[config.mk]
export PLATFORM = sky130hd
export DESIGN_NAME = dmux_stream
export DESIGN_NICKNAME = d
export VERILOG_FILES = /design/src/rtl/dmux_stream.sv
export SDC_FILE = /design/constraint.sdc
export NUM_CORES = 1
export LEC_CHECK = 0
export ABC_AREA = 1
export BUFFER_PORTS_ARGS = -buffer_cell sky130_fd_sc_hd__buf_4
export CORE_MARGIN = 2
export CORE_UTILIZATION = 40
export CTS_CLUSTER_DIAMETER = 50
export CTS_CLUSTER_SIZE = 40
export DETAILED_ROUTE_END_ITERATION = 12
export HOLD_SLACK_MARGIN = 0.06
export PLACE_DENSITY = 0.65
export SETUP_SLACK_MARGIN = 0.3
export SYNTH_ARGS = -nofsm -noshare
export SYNTH_HDL_FRONTEND = slang
export SYNTH_SLANG_ARGS = --single-unit
[constraint.sdc]
create_clock -name clk -period 3.3 [get_ports clk]
set_input_delay 0.165 -clock clk [delete_from_list [all_inputs] [get_ports clk]]
set_output_delay 0.165 -clock clk [all_outputs]
set_load 0.02 [all_outputs]
[src/rtl/dmux_stream.sv]
`default_nettype none
// +----------------------------------------------------------------------------+
// | Module      : dmux_stream                                                  |
// | Description : Registered valid/ready demultiplexer, one input stream to    |
// |               2^NB_SEL output channels with a one-word register per channel|
// |               Optional broadcast port: define DMUX_STREAM_BCAST_EN.        |
// | Revision    : 1.0 - initial release                                        |
// +----------------------------------------------------------------------------+
module dmux_stream #(
    parameter int BUS_WIDTH = 8,
    parameter int NB_SEL    = 2
) (
    input  logic                                clk,
    input  logic                                rst_n,
    input  logic [BUS_WIDTH-1:0]                in_data,
    input  logic [NB_SEL-1:0]                   in_sel,
    input  logic                                in_valid,
    output logic                                in_ready,
`ifdef DMUX_STREAM_BCAST_EN
    input  logic                                in_bcast,
`endif
    output logic [(2**NB_SEL)*BUS_WIDTH-1:0]    out_data,
    output logic [(2**NB_SEL)-1:0]              out_valid,
    input  logic [(2**NB_SEL)-1:0]              out_ready,
    output logic                                busy
);

    localparam int c_NCH = 2**NB_SEL;

    logic [c_NCH-1:0]     r_valid;
    logic [BUS_WIDTH-1:0] r_buf [c_NCH];
    logic [c_NCH-1:0]     w_can_take;
    logic [c_NCH-1:0]     w_load;
    logic                 w_ready;
    logic                 w_accept;

    assign w_can_take = ~r_valid | out_ready;

`ifdef DMUX_STREAM_BCAST_EN
    // Broadcast is all-or-nothing: every channel must be able to take the word.
    assign w_ready = in_bcast ? (&w_can_take) : w_can_take[in_sel];
`else
    assign w_ready = w_can_take[in_sel];
`endif

    assign in_ready = rst_n & w_ready;
    assign w_accept = in_valid & in_ready;

    generate
        for (genvar k = 0; k < c_NCH; k++) begin : g_ch
`ifdef DMUX_STREAM_BCAST_EN
            assign w_load[k] = w_accept & (in_bcast | (in_sel == NB_SEL'(k)));
`else
            assign w_load[k] = w_accept & (in_sel == NB_SEL'(k));
`endif

            // A load takes priority over a drain so a ready channel refills in place.
            always_ff @(posedge clk or negedge rst_n) begin
                if (!rst_n) begin
                    r_valid[k] <= 1'b0;
                    r_buf[k]   <= '0;
                end else if (w_load[k]) begin
                    r_valid[k] <= 1'b1;
                    r_buf[k]   <= in_data;
                end else if (r_valid[k] && out_ready[k]) begin
                    r_valid[k] <= 1'b0;
                end
            end

            assign out_data[k*BUS_WIDTH +: BUS_WIDTH] = r_buf[k];
        end
    endgenerate

    assign out_valid = r_valid;
    assign busy      = |r_valid;

endmodule
`default_nettype wire

# Word-level counts from Yosys, hierarchy flattened
# Cells that the tools add are included.
# op_classes
div_mod_pow	0
n_bitwise	8
shifts	0
order_cmp	1
n_eq_ne	3
n_reduce_logical	10
mul	0
muxes	10
add_sub_neg	0
# op_table
operator	n
2-to-1 mux 1 bit	9
nonzero test 2 bit	4
AND 1 bit	6
equality test 2 bit (second input constant)	2
logical AND 1 bit	4
NOT 4 bit	1
OR 4 bit	1
OR reduction 4 bit	1
< comparator 2 x 3 -> 1 bit (second input constant)	1
binary-select mux 1 bit (select 2 bit)	1
equality test 2 x 1 -> 1 bit (second input constant)	1
zero test 2 bit	1
# word_totals
elab_cells	40
inputBits	17
latchBits	0
memories	0
ram_bits	0
register_bits	36
out_inout_bits	38
rom_bits	0

# Longest topological paths before layout
# depth
ltp_word	8
mapped_depth	8

# Worst setup path before layout
# No wires, ideal clock.
# synth_timing
kind	register -> register
startpoint	register r_valid[3] (netlist: out_valid[3])
endpoint	register r_buf (netlist bit out_data[30])
path_buffers	0
synth_period_minus_slack_ps	1298
setup_slack_ps	2002
t_arrival_ps	1179
setup_ps	118
stages_incl_launch_ff	7
cell_sequence	dfrtp_1 nand2_1 nor2_1 nor2_4 nand4_4 nand2_1 nand2_1
# synth_between
elab_chain_len	7
# synth_rtl
item	line_no	rtl
from (decl)	30	logic [c_NCH-1:0] r_valid;
from (signal, indexed assignment)	60	r_valid[k] <= 1'b0;
from (signal, indexed assignment)	63	r_valid[k] <= 1'b1;
from (signal, indexed assignment)	66	r_valid[k] <= 1'b0;
NOT 4 bit	37	assign w_can_take = ~r_valid | out_ready;
OR 4 bit	37	
binary-select mux 1 bit (select 2 bit)	43	assign w_ready = w_can_take[in_sel];
2-to-1 mux 1 bit (implied by the code)	43	
AND 1 bit	46	assign in_ready = rst_n & w_ready;
AND 1 bit	47	assign w_accept = in_valid & in_ready;
AND 1 bit	54	assign w_load[k] = w_accept & (in_sel == NB_SEL'(k));
to (signal, indexed assignment)	64	r_buf[k] <= in_data;
to (decl)	31	logic [BUS_WIDTH-1:0] r_buf [c_NCH];
# No other way between the ends. The select of a mux whose other input is x is not followed.
# A chain may end at the register's enable or synchronous reset.

# Worst setup path in the final report
# layout_timing
startpoint	input port rst_n
endpoint	output port in_ready
# layout_between
elab_chain_len	1
# layout_rtl
item	line_no	rtl
from (decl)	14	input logic rst_n,
AND 1 bit	46	
to (decl)	18	output logic in_ready,
# No other way between the ends.

==> results.toml <==
[critical_path]
arrival_ns = 2.06
r2r_setup_slack_ns = 1.74
crit_required_ns = 3.13
worstSetupPathType = "input port to output port"
worstPathMaxFanout = 38
start_kind = "input port"
critPathCaptureType = "output port"

[sta]
hold_violations = 0
finalWorstSetupSlack_ns = 1.077
clock_skew_ns = 0.006814
report.final.slew_viol_count = 0
relSlewSlack = 0.5744
setup_viol = 0
worstMarginPinSlew_ns = 0.6370
min_period_ns = 2.223
maxClockFrequency_ghz = 0.4499
rsz0062_at_grt = "false"
fin_setup_tns_ns = 0
period_share = 0.6736

[status]
status = "finished clean"

[grt]
grt_pass1_wl_um = 6913
grt_pass1_vias = 1402
antenna_found_initial = 0
grt_usage = 0.1833
grt_overflow_total = 0
grt_max_degree = 39

[route]
routed.top_layer = "met4"
wl_met1_um = 1800
drtPass1Iterations = 4
route.met2.wl_um = 1997
wl_um = 4145
routed_via_density = 5.066
drc_errors = 0
vias = 1449
wire_per_inst_um = 14.49
wl_met3_um = 225
drt-initial-drc-count = 78
postRouteAntennaNets = 0

[yosys]
synth_cells = 178
yosysUniqueCellTypes = 16
synth_top_cell_by_area = "dfrtp_1"
seq_area_frac_synth = 0.5310
synthesis.area_um2 = 1697
yosys-top-cells-area = "dfrtp_1 (53%), nand2_1 (15%), nand4_1 (12%)"
synth_top_area_frac = 0.5310
yosys_warnings = 0
synth-seq-cells = 36
avgSynthCellArea_um2 = 9.532
synthesis.nets = 195

[worst_hold_path]
hp-class = "input port to register"

[cts]
clock_sinks = 36
ctsHoldBuffers = 3
insertion_delay_ns = 0.29
clockRootBuffer = "clkbuf_8"
cts.path.max_buffers = 2
cts_resized = 0
htreeDepth = 2
cts_tree = "done"
post_cts_buffers = 0
cts_buffers = 5
cts.clk_slew.worst_paths_ns = 0.07

[finish]
seq_area_um2 = 900.9
fill_cells = 391
multi_input_area_um2 = 713.2
syn2layout_area_growth_pct = 32.60
drive_above_1_share = 0.3475
final_net_count = 252
insertedDiodeCount = 0

[power]
power_density_nw_per_um2 = 603.9
p_leak_nw = 1.193
vdd_drop_max_v = 0.0002803

[placement]
routabilityCongestion = 0.7853
dp_hpwl_um = 2830
dp_slack_ns = 1.579
io_buffers = 54

[floorplan]
die_x_um = 69.13
fp-row-count = 23
boundaryPins = 55
dieHeight_um = 69.13
design.die.area_um2 = 4778
coreArea_um2 = 4029
start_util = 0.4211

[job]
drv_cap = 0
-- final timing paths --
kind / from / endpoint / depth (start not counted)
setup reg to reg: out_valid[0] / out_data[11] / 7
min in group asynchronous: rst_n / out_data[12] / 2
hold / removal: in_data[5] / out_data[5] / 3
max in group asynchronous: rst_n / out_valid[2] / 2
hold reg to reg: out_data[26] / out_data[26] / 2
setup / recovery: rst_n / in_ready / 5
-- area by class of cell --
type,instances,share of cell area
repair buffers,57,0.1935
well taps,50,0.02781
clock buffers,6,0.03226
inverters,8,0.01335
multi-input cells,127,0.3170
clock inverters,2,0.01557
flip-flops and latches,36,0.4004
-- cell usage in the layout (no fill, tap or decap) --
master / count
clkbuf_8: 5
bufinv_16: 1
o21ai_1: 2
dfrtp_1: 36
dlygate4sd3_1: 3
nor2_8: 1
nor2_4: 5
nand4_1: 32
nand3_1: 1
clkbuf_1: 1
clkinv_2: 1
buf_4: 54
nor2_1: 5
nand4_4: 4
nand3_2: 3
inv_1: 4
inv_2: 4
nand2_1: 70
nand2_2: 4
-- registers in the layout (all words and copies together) (netlist names) --
register and flops:
out_data 32, out_valid 4
-- kinds of logic after synthesis --
family,count (synthesis),synth area share
simple gates,125,0.4144
flops,36,0.5310
buf+inv,15,0.04866
compound gates,2,0.005900
-- power by group --
group | internal [W] | switching [W] | total [W]
clock | 0.000224 | 0.000154 | 0.000378
combinational | 0.000164 | 0.000241 | 0.000405
sequential | 0.000525 | 0.0000501 | 0.000576
-- cell usage after synthesis --
cell type,instances
nand3_2,3
nand2_1,70
nand3_1,1
clkbuf_1,1
nor2_4,5
inv_2,4
dfrtp_1,36
nand4_4,4
nor2_1,5
o21ai_1,2
nand4_1,32
buf_2,3
nor2_8,1
buf_6,3
inv_1,4
nand2_2,4
-- worst max-delay path: stages --
cell and delay [ns]:
dlygate4sd3_1 0.53, buf_4 0.41, nand3_2 0.15, nor2_4 0.52
buf_4 0.26
-- per-stage QoR --
| stage | utilization | power (W) | area [um2] | hold WS, ns | std cells |
|---|---|---|---|---|---|
| global placement | 0.5242 | 0.0009843 | 2112 | 0.1576 | 275 |
| detailed placement | 0.5242 | 0.0009899 | 2112 | 0.1630 | 275 |
| finish | 0.5584 | 0.001359 | 2250 | 0.1578 | 286 |
| floorplan | - | 0.0007950 | 1697 | -0.1306 | 178 |
| global route | 0.5584 | 0.001429 | 2250 | 0.1763 | 286 |
| CTS | 0.5584 | 0.001374 | 2250 | 0.1572 | 286 |
-- routing by layer --
layer,vias to the layer above,GRT usage
met1,674,0.2264
met5,-,0
met3,10,0.04825
met4,0,0.09150
li1,718,-
met2,47,0.2959
No activity file was read; power rests on OpenSTA's default activity.
